File: src/rtl/fir_sched_pkg.sv
// rtl/fir_sched_pkg.sv - shared FSM encoding, Q1.15 widths and default taps for the FIR scheduler
package fir_sched_pkg;

  localparam int Q_COEFF_WIDTH    = 16;
  localparam int Q_FRACTION_WIDTH = 15;
  localparam int NUM_TAPS         = 4;

  localparam logic [15:0] H0_DEFAULT = 16'h1000;
  localparam logic [15:0] H1_DEFAULT = 16'h2000;
  localparam logic [15:0] H2_DEFAULT = 16'h2000;
  localparam logic [15:0] H3_DEFAULT = 16'h1000;

  typedef enum logic [1:0] {
    ST_IDLE   = 2'd0,
    ST_LOAD   = 2'd1,
    ST_MAC    = 2'd2,
    ST_OUTPUT = 2'd3
  } state_t;

endpackage

File: src/rtl/fir_mac_scheduler_rr_arbiter.sv
// rtl/fir_mac_scheduler_rr_arbiter.sv - combinational round-robin arbiter searching upward from ptr+1
module rr_arbiter #(
  parameter int NUM_CH = 2,
  parameter int CH_W   = 1
) (
  input  logic [NUM_CH-1:0] i_req,
  input  logic [CH_W-1:0]   i_ptr,
  output logic [NUM_CH-1:0] o_gnt,
  output logic [CH_W-1:0]   o_idx
);

  logic            w_found;
  logic [CH_W-1:0] w_cand;

  // First requester after the last-served channel wins; wraps modulo NUM_CH
  always_comb begin
    o_gnt   = '0;
    o_idx   = '0;
    w_found = 1'b0;
    w_cand  = '0;
    for (int i = 1; i <= NUM_CH; i++) begin
      w_cand = CH_W'((int'(i_ptr) + i) % NUM_CH);
      if (!w_found && i_req[w_cand]) begin
        w_found       = 1'b1;
        o_gnt[w_cand] = 1'b1;
        o_idx         = w_cand;
      end
    end
  end

endmodule

File: src/rtl/fir_mac_scheduler.sv
// rtl/fir_mac_scheduler.sv - multi-channel 4-tap FIR sharing one multiplier under round-robin scheduling
module fir_mac_scheduler
  import fir_sched_pkg::*;
#(
  parameter int NUM_CH               = 2,
  parameter int CH_W                 = 1,
  parameter int DATA_WIDTH           = 16,
  parameter int COEFF_WIDTH          = Q_COEFF_WIDTH,
  parameter int COEFF_FRACTION_WIDTH = Q_FRACTION_WIDTH,
  parameter int ACC_WIDTH            = DATA_WIDTH + COEFF_WIDTH - COEFF_FRACTION_WIDTH + 2
) (
  input  logic                         clk,
  input  logic                         reset_n,
  input  logic [NUM_CH*DATA_WIDTH-1:0] i_data,
  input  logic [NUM_CH-1:0]            i_valid,
  output logic [NUM_CH-1:0]            o_ready,
  input  logic                         cfg_we,
  input  logic [1:0]                   cfg_addr,
  input  logic [COEFF_WIDTH-1:0]       cfg_data,
  output logic                         o_cfg_ready,
  output logic [ACC_WIDTH-1:0]         o_data_sum,
  output logic [CH_W-1:0]              o_ch,
  output logic                         o_data_valid
);

  state_t r_state, w_state_next;

  logic [NUM_CH-1:0]                   r_pend;
  logic [NUM_CH-1:0]                   r_gnt_oh;
  logic [CH_W-1:0]                     r_ch;
  logic [CH_W-1:0]                     r_ptr;
  logic [1:0]                          r_k;
  logic signed [ACC_WIDTH-1:0]         r_acc;
  logic [ACC_WIDTH-1:0]                r_sum;
  logic signed [DATA_WIDTH-1:0]        r_hold [NUM_CH];
  logic signed [DATA_WIDTH-1:0]        r_x    [NUM_CH][NUM_TAPS];
  logic signed [COEFF_WIDTH-1:0]       r_h    [NUM_TAPS];

  logic [NUM_CH-1:0]                   w_accept;
  logic [NUM_CH-1:0]                   w_clr;
  logic [NUM_CH-1:0]                   w_gnt;
  logic [CH_W-1:0]                     w_gnt_idx;
  logic signed [DATA_WIDTH+COEFF_WIDTH-1:0] w_prod;
  logic signed [ACC_WIDTH-1:0]         w_pk;
  logic signed [ACC_WIDTH-1:0]         w_acc_next;

  rr_arbiter #(.NUM_CH(NUM_CH), .CH_W(CH_W)) u_arb (
    .i_req (r_pend),
    .i_ptr (r_ptr),
    .o_gnt (w_gnt),
    .o_idx (w_gnt_idx)
  );

  assign w_accept     = i_valid & ~r_pend;
  assign w_clr        = (r_state == ST_LOAD) ? r_gnt_oh : '0;
  assign w_prod       = r_x[r_ch][r_k] * r_h[r_k];
  assign w_pk         = ACC_WIDTH'(w_prod >>> COEFF_FRACTION_WIDTH);
  assign w_acc_next   = (r_k == 2'd0) ? w_pk : (r_acc + w_pk);

  assign o_ready      = ~r_pend;
  assign o_cfg_ready  = (r_state == ST_IDLE);
  assign o_data_valid = (r_state == ST_OUTPUT);
  assign o_data_sum   = r_sum;
  assign o_ch         = r_ch;

  // FSM state register
  always_ff @(posedge clk or negedge reset_n) begin
    if (!reset_n) r_state <= ST_IDLE;
    else          r_state <= w_state_next;
  end

  // Pass sequencing: IDLE -> LOAD -> MAC x4 -> OUTPUT -> IDLE
  always_comb begin
    w_state_next = r_state;
    case (r_state)
      ST_IDLE:   if (|r_pend) w_state_next = ST_LOAD;
      ST_LOAD:   w_state_next = ST_MAC;
      ST_MAC:    if (r_k == 2'd3) w_state_next = ST_OUTPUT;
      ST_OUTPUT: w_state_next = ST_IDLE;
      default:   w_state_next = ST_IDLE;
    endcase
  end

  // Sample acceptance and per-channel pending flags
  always_ff @(posedge clk or negedge reset_n) begin
    if (!reset_n) begin
      r_pend <= '0;
      for (int c = 0; c < NUM_CH; c++) r_hold[c] <= '0;
    end else begin
      r_pend <= (r_pend & ~w_clr) | w_accept;
      for (int c = 0; c < NUM_CH; c++)
        if (w_accept[c]) r_hold[c] <= i_data[c*DATA_WIDTH +: DATA_WIDTH];
    end
  end

  // Coefficient bank; writes only land while idle so a pass never sees a torn tap set
  always_ff @(posedge clk or negedge reset_n) begin
    if (!reset_n) begin
      r_h[0] <= COEFF_WIDTH'(H0_DEFAULT);
      r_h[1] <= COEFF_WIDTH'(H1_DEFAULT);
      r_h[2] <= COEFF_WIDTH'(H2_DEFAULT);
      r_h[3] <= COEFF_WIDTH'(H3_DEFAULT);
    end else if (cfg_we && (r_state == ST_IDLE)) begin
      r_h[cfg_addr] <= cfg_data;
    end
  end

  // Grant capture, delay-line shift and shared multiply-accumulate
  always_ff @(posedge clk or negedge reset_n) begin
    if (!reset_n) begin
      r_ch     <= '0;
      r_ptr    <= CH_W'(NUM_CH - 1);
      r_gnt_oh <= '0;
      r_k      <= '0;
      r_acc    <= '0;
      r_sum    <= '0;
      for (int c = 0; c < NUM_CH; c++)
        for (int t = 0; t < NUM_TAPS; t++) r_x[c][t] <= '0;
    end else begin
      case (r_state)
        ST_IDLE: begin
          if (|r_pend) begin
            r_ch     <= w_gnt_idx;
            r_ptr    <= w_gnt_idx;
            r_gnt_oh <= w_gnt;
          end
        end
        ST_LOAD: begin
          r_x[r_ch][3] <= r_x[r_ch][2];
          r_x[r_ch][2] <= r_x[r_ch][1];
          r_x[r_ch][1] <= r_x[r_ch][0];
          r_x[r_ch][0] <= r_hold[r_ch];
          r_k          <= 2'd0;
        end
        ST_MAC: begin
          r_acc <= w_acc_next;
          r_k   <= r_k + 2'd1;
          if (r_k == 2'd3) r_sum <= w_acc_next;
        end
        default: ;
      endcase
    end
  end

endmodule

File: config.mk
export PLATFORM = sky130hd
export DESIGN_NAME = fir_mac_scheduler
export DESIGN_NICKNAME = d
export VERILOG_FILES = /design/src/rtl/fir_sched_pkg.sv /design/src/rtl/fir_mac_scheduler_rr_arbiter.sv /design/src/rtl/fir_mac_scheduler.sv
export SDC_FILE = /design/constraint.sdc
export NUM_CORES = 1
export LEC_CHECK = 0
export ABC_AREA = 0
export BUFFER_PORTS_ARGS = -buffer_cell sky130_fd_sc_hd__clkbuf_2
export CORE_MARGIN = 4
export CORE_UTILIZATION = 35
export CTS_BUF_LIST = sky130_fd_sc_hd__clkbuf_8
export DETAILED_ROUTE_END_ITERATION = 10
export PLACE_DENSITY = 0.56
export SKIP_LAST_GASP = 1
export SYNTH_ARGS = -nofsm -noshare
export SYNTH_HDL_FRONTEND = slang
export SYNTH_SLANG_ARGS = --single-unit
File: constraint.sdc
create_clock -name clk -period 10.4 [get_ports clk]
set_input_delay 1.04 -clock clk [delete_from_list [all_inputs] [get_ports clk]]
set_output_delay 1.04 -clock clk [all_outputs]
set_load 0.005 [all_outputs]
==> metrics.cfg, run 1 <==
[die]
start_util_pct=35.3
rows=92
die_w_um=260
dieArea_mm2=0.0677
die_y_um=260
io_pins=79
core-area_mm2=0.0631

[worst_setup_path]
slowest_delay_ns=0.66
reg2reg_to=r_acc[17]
rr_worst_depth=34
cp-startpoint=o_ch
crit_top_cell=fa_1
path_delay_family=adder cells
endpoint_kind=flop
cpMaxStageDelayCell=dfrtp_4
rrSetupSlack_ns=0.72
crit_path_start_kind=flop
required_ns=10.90
cp.arrival_ns=10.18
crit_buf_inv=5
worstReg2RegStart=o_ch
cp_max_fo=21
crit_type=reg2reg

[yosys]
synth.avg_cell_area_um2=10.9
synth_nets=2458
yosysSeqAreaShare_pct=30.6
synth_flop_cell=dfrtp_1
ys_top_cells_by_area=dfrtp_1 (30%), fa_1 (24%), mux2_2 (12%), ha_1 (6.0%), inv_1 (5.3%)
ys_warn_count=0
syn_inst=2035
synth-seq-cells=272
syn-cell-area_mm2=0.0223
synth_cell_types=64
synth_edf_count=0
yosys.area.top_type=dfrtp_1
synth_top_area_share_pct=30.0
async_reset_ff_share_pct=100

[sta]
fin_tns_setup_ns=0
max_freq_ghz=0.103
tightest_slew_ns=1.05
hold_viol_final=0
finalCriticalPeriod_ns=9.68
timing.final.crit_share_pct=93.1
drv_slew=0
slew_headroom_pct=29.8
setup_viol=0
rsz0062_at_grt=no
skew_ns=0.0606
worst_slack_ns=0.722

[status]
run_status=completed

[placement]
hpwl_um=40900
gp_congestion=0.924
placedCellCount=2899
io_buffers=78
place_ws_ns=0.678

[layout]
fin_nets=2523
area_growth_pct=10.5
drive_gt1_share_pct=21.8
fin_util_pct=39.0
layout.cells.non_filler=2979

[global_routing]
grt_use_total_pct=16.5
antenna_found_initial=2
grt_pass1_wl_um=89000
gr-total-overflow=0
grt_max_degree=165
grt_pass1_vias=16661

[cts]
post_cts_buffers=0
numClockSinks=272
cts_buffers=45
path_clk_slew_ns=0.09
clkLatencyLatePin_ns=0.64
ctsLongestPathBuffers=3
cts_root_buffer=clkbuf_8
cts_resized=0
cts_tree=done
cts_htree_levels=2
hold_buffers=0

[route]
drt-pass1-iter-count=7
wl_per_cell_um=18.1
drcViolationCount=0
routed_wl_um=54000
drt_iter0_drc=825
vias=14978
viasPerCell=5.03
ant_nets=0

[job]
cap_violations=0

[worst_hold_path]
min_path_type=in2async

cells by family (layout without fill, tap and decap cells):
family	after synthesis	in the layout	share of synthesized area, %
adder cells (fa/ha/maj)	368	368	29.5
AND/OR/NAND/NOR	467	467	9.08
buffers and inverters	404	501	6.86
other	0	1	0
flip-flops	272	272	30.6
AO/OA/AOI/OAI	191	191	5.49
XOR/XNOR	41	41	1.65
multiplexers	292	292	16.8
flip-flops by register name (all words and copies together), names as in the netlist:
signal and flops:
r_x 128, r_k 2, r_state 2, r_ptr 1, o_ch 1, r_hold 32, r_h 64, o_data_sum 19
r_gnt_oh 2, r_pend 2, r_acc 19
metal layers:
metal / share of wire [%] / global-route usage [%] / wire, um
met1: 40 / 20.4 / 21600
met2: 51 / 29.0 / 27400
met3: 5.4 / 2.66 / 2910
met4: 3.7 / 6.25 / 2020
met5: 0.019 / 0 / 10
Yosys cell counts (5+ instances only):
library cell / number
and2_1: 32
o21ai_0: 36
buf_1: 5
nor2b_1: 17
inv_1: 315
clkbuf_1: 79
xnor2_1: 27
a31oi_1: 13
nor3_1: 15
dfstp_2: 5
dfrtp_1: 267
fa_1: 262
a21o_1: 12
ha_1: 106
nor2_1: 138
o21bai_1: 8
nand4_1: 6
o21a_1: 11
mux4_2: 41
nand3_1: 16
nand2b_1: 16
xor2_1: 13
o21ai_1: 17
a21oi_1: 59
o211ai_1: 5
mux2_2: 235
mux2i_1: 14
nand2_1: 216
placed cells by master, fill, tap and decap left out, drive strengths merged, types with 4 or more instances in the layout:
cell type and count:
a211oi 4, a21o 12, a21oi 59, a31oi 15
and2 33, buf 29, bufinv 5, clkbuf 126
dfrtp 267, dfstp 5, fa 262, ha 106
inv 338, mux2 236, mux2i 14, mux4 42
nand2 216, nand2b 16, nand3 16, nand4 6
nor2 138, nor2b 17, nor3 15, o211ai 5
o21a 11, o21ai 53, o21bai 8, or3 4
xnor2 28, xor2 13
area by class of cell:
| class | instances | area [um^2] |
|---|---|---|
| fillers | 6255 | 38500 |
| multi-input cells | 1359 | 14000 |
| flip-flops and latches | 272 | 6820 |
| inverters | 316 | 1190 |
| well taps | 846 | 1060 |
| clock buffers | 49 | 674 |
| repair buffers | 106 | 648 |
| clock inverters | 30 | 278 |
| diodes | 1 | 2.50 |
metrics by stage:
stage,hold slack [ns],area (um^2)
2_1_floorplan,0.436,22300
3_3_place_gp,0.445,23700
3_5_place_dp,0.463,23700
4_1_cts,0.466,24600
5_1_grt,0.491,24600
6_report,0.472,24600
worst max-delay path by stage:
stage                      endpoint  cells after the start
after floorplan           r_acc[17]                     36
after detailed placement  r_acc[17]                     33
after global routing      r_acc[18]                     34
after global placement    r_acc[17]                     34
after CTS                 r_acc[17]                     34
final                     r_acc[17]                     34
Power of run 1 is not shown: default switching activity piles up to over one toggle a cycle in this logic, so the estimate is an artifact.
==> run 2, diff against run 1 <==
Settings changed: SYNTH_HIERARCHICAL set to 1.
Clock period 10.4 ns to 10.31 ns, I/O delays scaled along.
==> metrics.cfg, run 2 <==
[status]
run_status=completed

[global_routing]
gr-total-overflow=0
grt_max_degree=105
grt_pass1_wl_um=86700
grt_use_total_pct=16.0
antenna_found_initial=1
grt_pass1_vias=16131

[yosys]
yosysSeqAreaShare_pct=30.8
synth_nets=2423
yosysMostFrequentCell=inv_1
ys_warn_count=6
synth_top_area_share_pct=30.2
synth_flop_cell=dfrtp_1
async_reset_ff_share_pct=100
syn-cell-area_mm2=0.0221
ys_top_cells_by_area=dfrtp_1 (30%), fa_1 (24%), mux2_2 (12%), ha_1 (6.0%), inv_1 (5.3%)
syn_inst=2000
synth_edf_count=0
synth_common_cells=inv_1 (313), dfrtp_1 (267), fa_1 (262)
synth_cell_types=61
synth-seq-cells=272
synth.avg_cell_area_um2=11.1
yosys.area.top_type=dfrtp_1

[die]
dieArea_mm2=0.0672
die_w_um=259
core-area_mm2=0.0622
io_pins=79
die_y_um=259
start_util_pct=35.6
rows=91

[layout]
largest_register_ffs=128
area_growth_pct=11.1
layout_common_cells=inv_1 (325), dfrtp_1 (264), fa_1 (262)
registers.top_by_ff_count=r_x
mostFrequentLayoutCell=inv_1
drive_gt1_share_pct=23.0
top_regs=r_x (128), r_h (64), r_hold (32)
fin_nets=2502

[cts]
numClockSinks=272
path_clk_slew_ns=0.08
clkLatencyLatePin_ns=0.63
cts_htree_levels=2
ctsLongestPathBuffers=3
cts_root_buffer=clkbuf_8
cts_buffers=46
cts_tree=done

[worst_setup_path]
cp_max_fo=12
required_ns=10.80
cp.arrival_ns=10.25
crit_path_start_kind=flop
crit_type=reg2reg
endpoint_kind=flop
cpMaxStageDelayCell=fa_1
slowest_delay_ns=0.74
crit_top_cell=fa_1

[sta]
fin_tns_setup_ns=0
slew_headroom_pct=25.4
hold_viol_final=0
rsz0062_at_grt=no
drv_slew=0
tightest_slew_ns=1.12
timing.final.crit_share_pct=94.7
max_freq_ghz=0.102
skew_ns=0.0533
finalCriticalPeriod_ns=9.77
setup_viol=0

[route]
drt-pass1-iter-count=5
routed_wl_um=51400
ant_nets=0
drcViolationCount=0
wl_per_cell_um=17.4
viasPerCell=4.92
vias=14542
drt_iter0_drc=656

[worst_hold_path]
min_path_type=reg2reg

[placement]
gp_congestion=0.884
io_buffers=78
hpwl_um=39600

[job]
cap_violations=0

==> run 2: changes by cell type after synthesis, sizes merged, moves of 5 or more <==
cell and change:
xor2 -6, o21a -5, nor2 -8, and2 -8, nor3 -5, clkbuf -14
nand3 -7, nand2 -11, nor2b +7, and3 +8, buf +7
==> run 2: metal layers <==
| metal | vias to the layer above | track usage [%] | wire [um] |
|---|---|---|---|
| met5 | - | 0 | 0 |
| met4 | 0 | 4.56 | 1330 |
| met3 | 83 | 2.30 | 2150 |
| met2 | 323 | 27.9 | 26100 |
| met1 | 7487 | 20.7 | 21900 |
| li1 | 6649 | - | - |
==> run 2: what timing repair did <==
item / 4_1_cts / 5_1_grt
endpoints found under the setup margin: 0 / 6
endpoints found under the hold margin: 0 / 0
gates resized for setup: 0 / 3
hold buffers: 0 / 0
buffers inserted: 0 / 1
==> run 2: logic make-up after synthesis <==
group           count (synthesis)  synth area share, %
mux                           297                 17.1
buf+inv                       394                 6.76
flops                         272                 30.8
simple gates                  444                 8.75
fa+ha+maj                     368                 29.7
xor+xnor                       36                 1.43
compound gates                189                 5.37
==> run 2: cell type report <==
type	instances	area [um^2]
fill	6127	37600
multi-input combinational	1334	13800
sequential	272	6820
inverter	313	1170
tap	837	1050
clock buffer	61	840
timing repair buffer	112	697
clock inverter	23	168
antenna	1	2.50
==> run 2: worst paths after layout <==
check / start / endpoint / slack [ns] / cells after the start
max in group asynchronous: reset_n / r_h[54] / 7.24 / 3
setup reg to reg: o_ch / r_acc[18] / 0.54 / 33
hold reg to reg: r_gnt_oh[0] / r_pend[0] / 0.46 / 1
setup / recovery: o_ch / r_acc[18] / 0.54 / 33
hold / removal: r_gnt_oh[0] / r_pend[0] / 0.46 / 1
min in group asynchronous: reset_n / r_x[127] / 0.48 / 1
==> run 2: stage by stage <==
step	setup WS (ns)	area, um^2	utilization [%]	std cells	hold slack, ns
after floorplan	0.472	22100	-	2000	0.430
after global placement	0.239	23500	37.9	2867	0.441
after detailed placement	0.251	23500	37.9	2867	0.447
after CTS	0.210	24500	39.5	2951	0.456
after global routing	0.00424	24600	39.5	2953	0.476
final	0.542	24600	39.5	2953	0.455
==> run 2: worst max-delay path: cells and delay by family, from the launching register on <==
family	cells	cell delay, ns
and+or+nand+nor	6	1.04
xor gates and xnor gates	1	0.08
AOI/OAI and AO/OA	14	3.23
buffers and inverters	3	0.20
muxes	1	0.58
adders and majority gates	8	3.92
DFF	1	0.59
Power of run 2 is left out for the same reason.
